**config.mk**
```make
export PLATFORM = sky130hd
export DESIGN_NAME = ocd_io_out_seq
export DESIGN_NICKNAME = d
export VERILOG_FILES = /design/src/rtl/ocd_io_out_seq.sv
export SDC_FILE = /design/constraint.sdc
export NUM_CORES = 1
export LEC_CHECK = 0
export BUFFER_PORTS_ARGS = -buffer_cell sky130_fd_sc_hd__buf_2
export CORE_ASPECT_RATIO = 1.2
export CORE_MARGIN = 2
export CORE_UTILIZATION = 45
export CTS_BUF_LIST = sky130_fd_sc_hd__clkbuf_4 sky130_fd_sc_hd__clkbuf_8
export DETAILED_ROUTE_END_ITERATION = 7
export GPL_TIMING_DRIVEN = 0
export PLACE_DENSITY = 0.78
export SLEW_MARGIN = 15
export SYNTH_ARGS = -nofsm -noshare
export SYNTH_HDL_FRONTEND = slang
export SYNTH_SLANG_ARGS = --single-unit
```
**constraint.sdc**
```tcl
create_clock -name CLK -period 1.95 [get_ports CLK]
set_input_delay 0.0975 -clock CLK [delete_from_list [all_inputs] [get_ports CLK]]
set_output_delay 0.0975 -clock CLK [all_outputs]
set_load 0.05 [all_outputs]
```
**src/rtl/ocd_io_out_seq.sv**
```systemverilog
// Output-direction sequencer for a bidirectional pad: setup window before OE rises,
// tri-state dead time after OE falls, per-burst drive latching and a synchronised bus keeper.
module ocd_io_out_seq #(
  parameter int unsigned SETUP_CYC = 2,
  parameter int unsigned TURN_CYC  = 4,
  parameter int unsigned CNT_W     = 8
) (
  input  logic       CLK,
  input  logic       RST,
  input  logic       A,
  input  logic       OE_REQ,
  input  logic [1:0] DRV_SEL,
  input  logic       SLEW,
  input  logic       KEEP_EN,
  input  logic       Y,
  output logic       PAD_A,
  output logic       PAD_OE,
  output logic       PAD_PDRV0,
  output logic       PAD_PDRV1,
  output logic       PAD_SL,
  output logic       PAD_PU,
  output logic       PAD_PD,
  output logic       DRIVING,
  output logic       BUSY
);

  typedef enum logic [1:0] {
    ST_HIZ,
    ST_PRE_DRV,
    ST_DRIVE,
    ST_POST_DRV
  } state_e;

  localparam logic [CNT_W-1:0] SETUP_LD = CNT_W'(SETUP_CYC);
  localparam logic [CNT_W-1:0] TURN_LD  = CNT_W'(TURN_CYC);
  localparam logic [CNT_W-1:0] CNT_ONE  = CNT_W'(1);

  state_e           state_q, state_d;
  logic [CNT_W-1:0] cnt_q, cnt_d;
  logic [1:0]       drv_q, drv_d;
  logic             sl_q, sl_d;
  logic             pad_a_q, pad_a_d;
  logic             pad_oe_q, pad_oe_d;
  logic             busy_q, busy_d;
  logic             pu_q, pu_d;
  logic             pd_q, pd_d;
  logic             y_meta_q, y_meta_d;
  logic             keep_on;

  // Next-state logic for the direction sequencer.
  // NOTE: every signal gets a default first so no path through the case infers a latch.
  always_comb begin
    state_d = state_q;
    cnt_d   = cnt_q;
    drv_d   = drv_q;
    sl_d    = sl_q;

    unique case (state_q)
      ST_HIZ: begin
        if (OE_REQ) begin
          drv_d = DRV_SEL;
          sl_d  = SLEW;
          if (SETUP_CYC == 0) begin
            state_d = ST_DRIVE;
          end else begin
            state_d = ST_PRE_DRV;
            cnt_d   = SETUP_LD;
          end
        end
      end

      ST_PRE_DRV: begin
        // A dropped request aborts before OE ever rises, so no dead time is owed.
        if (!OE_REQ) begin
          state_d = ST_HIZ;
          cnt_d   = '0;
        end else if (cnt_q == CNT_ONE) begin
          state_d = ST_DRIVE;
          cnt_d   = '0;
        end else begin
          cnt_d = cnt_q - CNT_ONE;
        end
      end

      ST_DRIVE: begin
        if (!OE_REQ) begin
          if (TURN_CYC == 0) begin
            state_d = ST_HIZ;
          end else begin
            state_d = ST_POST_DRV;
            cnt_d   = TURN_LD;
          end
        end
      end

      ST_POST_DRV: begin
        // Dead time always runs to completion; a new request is seen from HIZ.
        if (cnt_q == CNT_ONE) begin
          state_d = ST_HIZ;
          cnt_d   = '0;
        end else begin
          cnt_d = cnt_q - CNT_ONE;
        end
      end

      default: begin
        state_d = ST_HIZ;
        cnt_d   = '0;
      end
    endcase
  end

  // Outputs are decoded from the next state so each one lands in a flop with the state change.
  always_comb begin
    y_meta_d = Y;
    pad_oe_d = (state_d == ST_DRIVE);
    busy_d   = (state_d == ST_PRE_DRV) || (state_d == ST_POST_DRV);
    pad_a_d  = ((state_d == ST_PRE_DRV) || (state_d == ST_DRIVE)) ? A : pad_a_q;

    // The pu/pd registers form the second synchroniser stage behind y_meta_q.
    keep_on  = (state_d == ST_HIZ) && KEEP_EN;
    pu_d     = keep_on && y_meta_q;
    pd_d     = keep_on && !y_meta_q;
  end

  // NOTE: sequential state uses non-blocking assignments so all flops sample together.
  always_ff @(posedge CLK or posedge RST) begin
    if (RST) begin
      state_q  <= ST_HIZ;
      cnt_q    <= '0;
      drv_q    <= '0;
      sl_q     <= 1'b0;
      pad_a_q  <= 1'b0;
      pad_oe_q <= 1'b0;
      busy_q   <= 1'b0;
      pu_q     <= 1'b0;
      pd_q     <= 1'b0;
      y_meta_q <= 1'b0;
    end else begin
      state_q  <= state_d;
      cnt_q    <= cnt_d;
      drv_q    <= drv_d;
      sl_q     <= sl_d;
      pad_a_q  <= pad_a_d;
      pad_oe_q <= pad_oe_d;
      busy_q   <= busy_d;
      pu_q     <= pu_d;
      pd_q     <= pd_d;
      y_meta_q <= y_meta_d;
    end
  end

  assign PAD_A     = pad_a_q;
  assign PAD_OE    = pad_oe_q;
  assign PAD_PDRV0 = drv_q[0];
  assign PAD_PDRV1 = drv_q[1];
  assign PAD_SL    = sl_q;
  assign PAD_PU    = pu_q;
  assign PAD_PD    = pd_q;
  assign DRIVING   = pad_oe_q;
  assign BUSY      = busy_q;

endmodule

```
==> results_dict.tcl, run 1 <==
set metrics [dict create \
    outcome "complete, no violations" \
    routabilityCongestion 0.777 \
    vias 784 \
    use_met3_pct 2.73 \
    holdPathEnd "PAD_SL" \
    antenna_found_initial 0 \
    cp-start-kind "flip-flop" \
    setup_viol 0 \
    worstSkewPairLatency_ns 0.29 \
    syn_inst 87 \
    area_growth_pct 26.8 \
    avgRoutedWirePerCell_um 13.9 \
    maxSlewViolCount 0 \
    start_util_pct 48.6 \
    antenna_cells 0 \
    ir_worst_vdd_v 0.00104 \
    setup.worst_path.start "cnt_q[1]" \
    grt.busiest_layer "met2" \
    tns_ns 0 \
    gr-total-overflow 0 \
    grt_usage_pct 17.4 \
    dpl_cell_area_sq_mm 0.00102 \
    worst_setup_path_end_kind "flip-flop" \
    cp_max_fo 4 \
    cts_buffers 3 \
    fill_cells 154 \
    required_ns 2.14 \
    antenna_left 0 \
    worst_path_largest_cell_delay_ns 0.41 \
    timing.hold.worst_path_depth 2 \
    clockBufferDepth 2 \
    clockRootBuffer "clkbuf_4" \
    route.detailed.drc 0 \
    cp_num_buf_inv 1 \
    hp-class "in -> reg" \
    slew_headroom_pct 55.5 \
    p_per_area_mw_per_mm2 1840 \
    path_cells "inv_2, ha_2, nor3b_4, nand3_2, a21o_1, ha_4, mux2_2" \
    die_x_um 45.0 \
    r2r-start "cnt_q[1]" \
    final_common_cell "dfrtp_1" \
    seq_area_frac_synth_pct 49.5 \
    period_needed_ns 1.90 \
    cts_sinks 18 \
    tritoncts "built" \
    core_area_sq_mm 0.00187 \
    fin_skew_ns 0.000466 \
    ys_ff_latch 18 \
    ios 18 \
    synth_nets 100 \
    dieArea_sq_mm 0.00240 \
    firstDrtPassIters 4 \
    final_cell_mix "dfrtp_1, buf_2, a21oi_1" \
    fin_cells 135 \
    postLayoutCellArea_sq_mm 0.00115 \
    final_nets 130 \
    first_iter_violations 13 \
    viasPerCell 5.81 \
    worstReg2RegEnd "PAD_A" \
    synth_cell_type_count 28 \
    path_class "reg -> reg" \
    worstHoldStart "SLEW" \
    dp.cells 123 \
    crit_family "adder cells" \
    grt_pass1_wl_um 3040 \
    num_rows 17 \
    tightest_slew_ns 0.666 \
    ys_warn_count 0 \
    port_buffers 17 \
    reg2regPathDepth 7 \
    hpwl_um 1280 \
    syn_area_per_cell_sq_um 10.5 \
    die_y_um 53.3 \
    place_ws_ns -0.0872 \
    finalWirelength_um 1880 \
    cp.arrival_ns 2.09 \
    htree_levels 1 \
    drv_cap 0 \
    setup_slack_ns 0.0497 \
    grt_start_max_net_pins 19 \
    grt_pass1_vias 724 \
    grtUsageMet1_pct 21.1 \
    finalHoldViolations 0 \
    gr-usage-met2_pct 29.8 \
    p_leak_nw 0.567 \
    post-route-period-util_pct 97.5 \
    drive_gt1_share_pct 36.2 \
    netlist_area_sq_um 910 \
    clkTransAtPathRegs_ns 0.10 \
    max_freq_mhz 526 \
    crit_slowest_cell "dfrtp_1" \
    r2r_setup_slack_ns 0.05 \
]
==> layer usage <==
metal  vias up  routed length (um)
li1        362                   -
met1       387                 758
met2        32                 987
met3         3                 113
met4         0                  19
met5         -                   0
==> worst max path at each step <==
stage	to	slack, ns	cells past startpoint
final	PAD_A	0.05	7
after global routing	PAD_A	-0.02	7
after CTS	PAD_A	0.04	7
after detailed placement	PAD_A	-0.09	5
after global placement	PAD_A	-0.03	5
after floorplan	PAD_A	0.05	5
==> area by class of cell <==
| cell class | count | area [sq um] | share of cell area, % |
|---|---|---|---|
| clock buffers | 4 | 36.3 | 3.15 |
| plain buffers | 2 | 18.8 | 1.63 |
| repair buffers | 25 | 150 | 13.0 |
| flip-flops and latches | 18 | 450 | 39.0 |
| multi-input cells | 61 | 452 | 39.2 |
| well taps | 19 | 23.8 | 2.06 |
| inverters | 6 | 22.5 | 1.95 |
==> sequential cells by signal, summed over array words and instances, names as in the netlist <==
register	flops
DRIVING	1
PAD_A	1
PAD_PD	1
PAD_PU	1
PAD_SL	1
cnt_q	8
drv_q	2
state_q	2
y_meta_q	1
==> kinds of logic after synthesis <==
logic type | after synthesis | share of synthesized area [%]
flops | 18 | 49.5
buf+inv | 8 | 4.54
compound gates | 22 | 13.8
simple gates | 29 | 19.8
fa+ha+maj | 4 | 5.50
xor+xnor | 2 | 1.93
mux | 4 | 4.95
==> synth_stat cells <==
cell / count / share of area [%]
dfrtp_1: 18 / 50
a21oi_1: 8 / 4.4
inv_1: 6 / 2.5
nand2_1: 6 / 2.5
nor2_1: 6 / 2.5
o21ai_1: 6 / 3.3
a31oi_1: 4 / 2.8
ha_1: 4 / 5.5
mux2_1: 3 / 3.7
nor2b_1: 3 / 2.1
nand2b_1: 2 / 1.4
nand3_1: 2 / 1.1
nor3_1: 2 / 1.1
nor3_2: 2 / 2.2
xor2_1: 2 / 1.9
a21o_1: 1 / 0.83
a21oi_2: 1 / 0.96
a22o_1: 1 / 0.96
and3_1: 1 / 0.69
buf_4: 1 / 0.83
buf_6: 1 / 1.2
mux2_2: 1 / 1.2
nor3b_1: 1 / 0.83
nor4_4: 1 / 2.3
o21ai_0: 1 / 0.55
or3_1: 1 / 0.69
or3_4: 1 / 1.2
or3b_4: 1 / 1.2
==> per-stage QoR <==
stage	utilization, %	total power [mW]	hold WS, ns
2_1_floorplan	-	1.52	0.0361
3_3_place_gp	54.7	1.70	0.206
3_5_place_dp	54.7	1.75	0.207
5_1_grt	61.6	2.28	0.00821
6_report	61.6	2.13	0.00935
4_1_cts	59.5	2.06	0.00613
==> power breakdown <==
| group | switching [mW] | internal (mW) |
|---|---|---|
| combinational | 0.716 | 0.483 |
| sequential | 0.172 | 0.528 |
| clock | 0.115 | 0.114 |
==> repair_timing <==
| action | CTS | global route |
|---|---|---|
| hold endpoints to repair | 19 | 0 |
| buffers inserted | 3 | 3 |
| hold buffers | 2 | 0 |
| pin swaps | 1 | 1 |
| endpoints found under the setup margin | 1 | 1 |
| resized for setup | 2 | 4 |
Power figures use the tool's default switching activity.
==> run 2: changes to the inputs <==
--- a/config.mk
+++ b/config.mk
@@ -7,9 +7,10 @@
 export LEC_CHECK = 0
 export BUFFER_PORTS_ARGS = -buffer_cell sky130_fd_sc_hd__buf_2
 export CORE_ASPECT_RATIO = 1.2
-export CORE_MARGIN = 2
+export CORE_MARGIN = 4
 export CORE_UTILIZATION = 45
 export CTS_BUF_LIST = sky130_fd_sc_hd__clkbuf_4 sky130_fd_sc_hd__clkbuf_8
+export CTS_CLUSTER_SIZE = 40
 export DETAILED_ROUTE_END_ITERATION = 7
 export GPL_TIMING_DRIVEN = 0
 export PLACE_DENSITY = 0.78
==> run 2 against run 1 <==
Combinational power decreased by 4%. Highest routed layer unchanged. Largest power group unchanged. Wire length down 9.6%. Largest cell class is now sequential cells. First-iteration DRC count shrank 7.7%. Via count decreased by 9.3%. Register-to-register slack about the same.
==> results_dict.tcl, run 2 (synthesis gave the netlist of run 1 again) <==
set metrics [dict create \
    pwr-share-clk_pct 10.8 \
    setup_slack_ns 0.0572 \
    firstDrtPassIters 4 \
    viasPerCell 5.31 \
    clkTransAtPathRegs_ns 0.10 \
    outcome "complete, no violations" \
    path_cells "inv_2, ha_4, nor3b_4, nand3_2, a21o_1, ha_1, mux2_2" \
    post-route-period-util_pct 97.1 \
    cp_max_fo 4 \
    switchingPower_mw 0.971 \
    finalWirelength_um 1700 \
    final_nets 129 \
    antenna_left 0 \
    antenna_found_initial 0 \
    final_common_cell "dfrtp_1" \
    clockBufferDepth 2 \
    fin_skew_ns 0.00216 \
    antenna_cells 0 \
    cp-start-kind "flip-flop" \
    dp.cells 123 \
    tritoncts "built" \
    period_needed_ns 1.89 \
    path_class "reg -> reg" \
    grt_pass1_vias 706 \
    hp-class "in -> reg" \
    ir_worst_vdd_v 0.00109 \
    crit_slowest_cell "dfrtp_1" \
    rsz0062_at_grt "true" \
    r2r-start "cnt_q[1]" \
    cp_num_buf_inv 1 \
    seqCellArea_sq_um 450 \
    r2r_setup_slack_ns 0.06 \
    grt_start_max_net_pins 19 \
    maxSlewViolCount 0 \
    fin_util_pct 61.0 \
    top_register "cnt_q" \
    port_buffers 17 \
    worstHoldStart "DRV_SEL[1]" \
    tns_ns 0 \
    p_leak_nw 0.565 \
    tightest_slew_ns 0.665 \
    crit_family "flip-flops" \
    dieArea_sq_mm 0.00281 \
    grt_pass1_wl_um 2950 \
    htree_levels 1 \
    worst_path_largest_cell_delay_ns 0.43 \
    internal_power_mw 1.11 \
    worstSkewPairLatency_ns 0.29 \
    first_iter_violations 12 \
    max_freq_mhz 528 \
    route.detailed.drc 0 \
    p_sw_share_pct 46.6 \
    fin_cells 134 \
    finalHoldViolations 0 \
    cts_buffers 3 \
    timing.hold.worst_path_depth 2 \
    grt_usage_pct 13.2 \
    core_area_sq_mm 0.00187 \
    die_x_um 49.0 \
    largest_registers "cnt_q: 8 flops, drv_q: 2 flops, state_q: 2 flops" \
    cp.arrival_ns 2.08 \
    ios 18 \
    seqPwrFrac_pct 33.9 \
    p_per_area_mw_per_mm2 1830 \
    worstReg2RegEnd "PAD_A" \
    required_ns 2.14 \
    total_power_mw 2.09 \
    gr-total-overflow 0 \
    routabilityCongestion 0.787 \
    slew_headroom_pct 55.6 \
    start_util_pct 48.6 \
    fill_cells 163 \
    cts_sinks 18 \
    num_rows 17 \
    largest_reg_flops 8 \
    drive_gt1_share_pct 33.9 \
    hpwl_um 1190 \
    area_growth_pct 25.4 \
    final_cell_mix "dfrtp_1, buf_2, a21oi_1" \
    worst_setup_path_end_kind "flip-flop" \
    reg2regPathDepth 7 \
    multi_input_area_sq_um 447 \
    avgRoutedWirePerCell_um 12.7 \
    holdPathEnd "drv_q[1]" \
    power_frac_comb_pct 55.3 \
    vias 711 \
    drv_cap 0 \
    setup_viol 0 \
    clockRootBuffer "clkbuf_4" \
    place_ws_ns -0.0654 \
    die_y_um 57.3 \
]
## run 2: worst max-delay path by stage
stage | start | end | cells past startpoint
final | cnt_q[1] | PAD_A | 7
after global routing | cnt_q[1] | PAD_A | 7
after CTS | cnt_q[1] | PAD_A | 7
after detailed placement | cnt_q[3] | PAD_A | 5
after global placement | cnt_q[3] | PAD_A | 5
after floorplan | cnt_q[3] | PAD_A | 5
## run 2: routing by layer
layer  global-route usage (%)  wire, um  up-vias
met5                        0         0        -
met4                     4.62        17        0
met3                     2.35        73        2
met2                     22.2       870       19
met1                     16.9       735      333
li1                         -         -      357
## run 2: power by group through the flow
stage | combinational (mW) | clock, mW | sequential (mW)
after floorplan | 0.616 | 0 | 0.908
after global placement | 1.01 | 0 | 0.692
after detailed placement | 1.04 | 0 | 0.703
after CTS | 1.09 | 0.236 | 0.700
after global routing | 1.28 | 0.255 | 0.733
final | 1.15 | 0.226 | 0.706
## run 2: final cells by class
class	instances	area share, %
plain buffers	2	1.64
clock buffers	4	3.18
inverters	6	1.97
multi-input cells	61	39.1
flip-flops and latches	18	39.5
well taps	19	2.08
repair buffers	24	12.5
## run 2: worst register-to-register path: stages, from the launching register on
cell	delay (ns)
dfrtp_1	0.43
inv_2	0.10
ha_4	0.13
nor3b_4	0.20
nand3_2	0.13
a21o_1	0.20
ha_1	0.28
mux2_2	0.32
## run 2: through the flow
stage,hold WS [ns],cell area (sq um)
after floorplan,0.0361,915
after global placement,0.205,1020
after detailed placement,0.207,1020
after CTS,0.00540,1110
after global routing,0.0106,1140
final,0.0198,1140
## run 2: repair_timing
item | 4_1_cts | 5_1_grt
gates resized for setup | 2 | 3
buffers inserted | 2 | 3
pin swaps | 1 | 1
setup endpoints to repair | 1 | 1
hold buffers | 2 | 0
endpoints found under the hold margin | 19 | 0
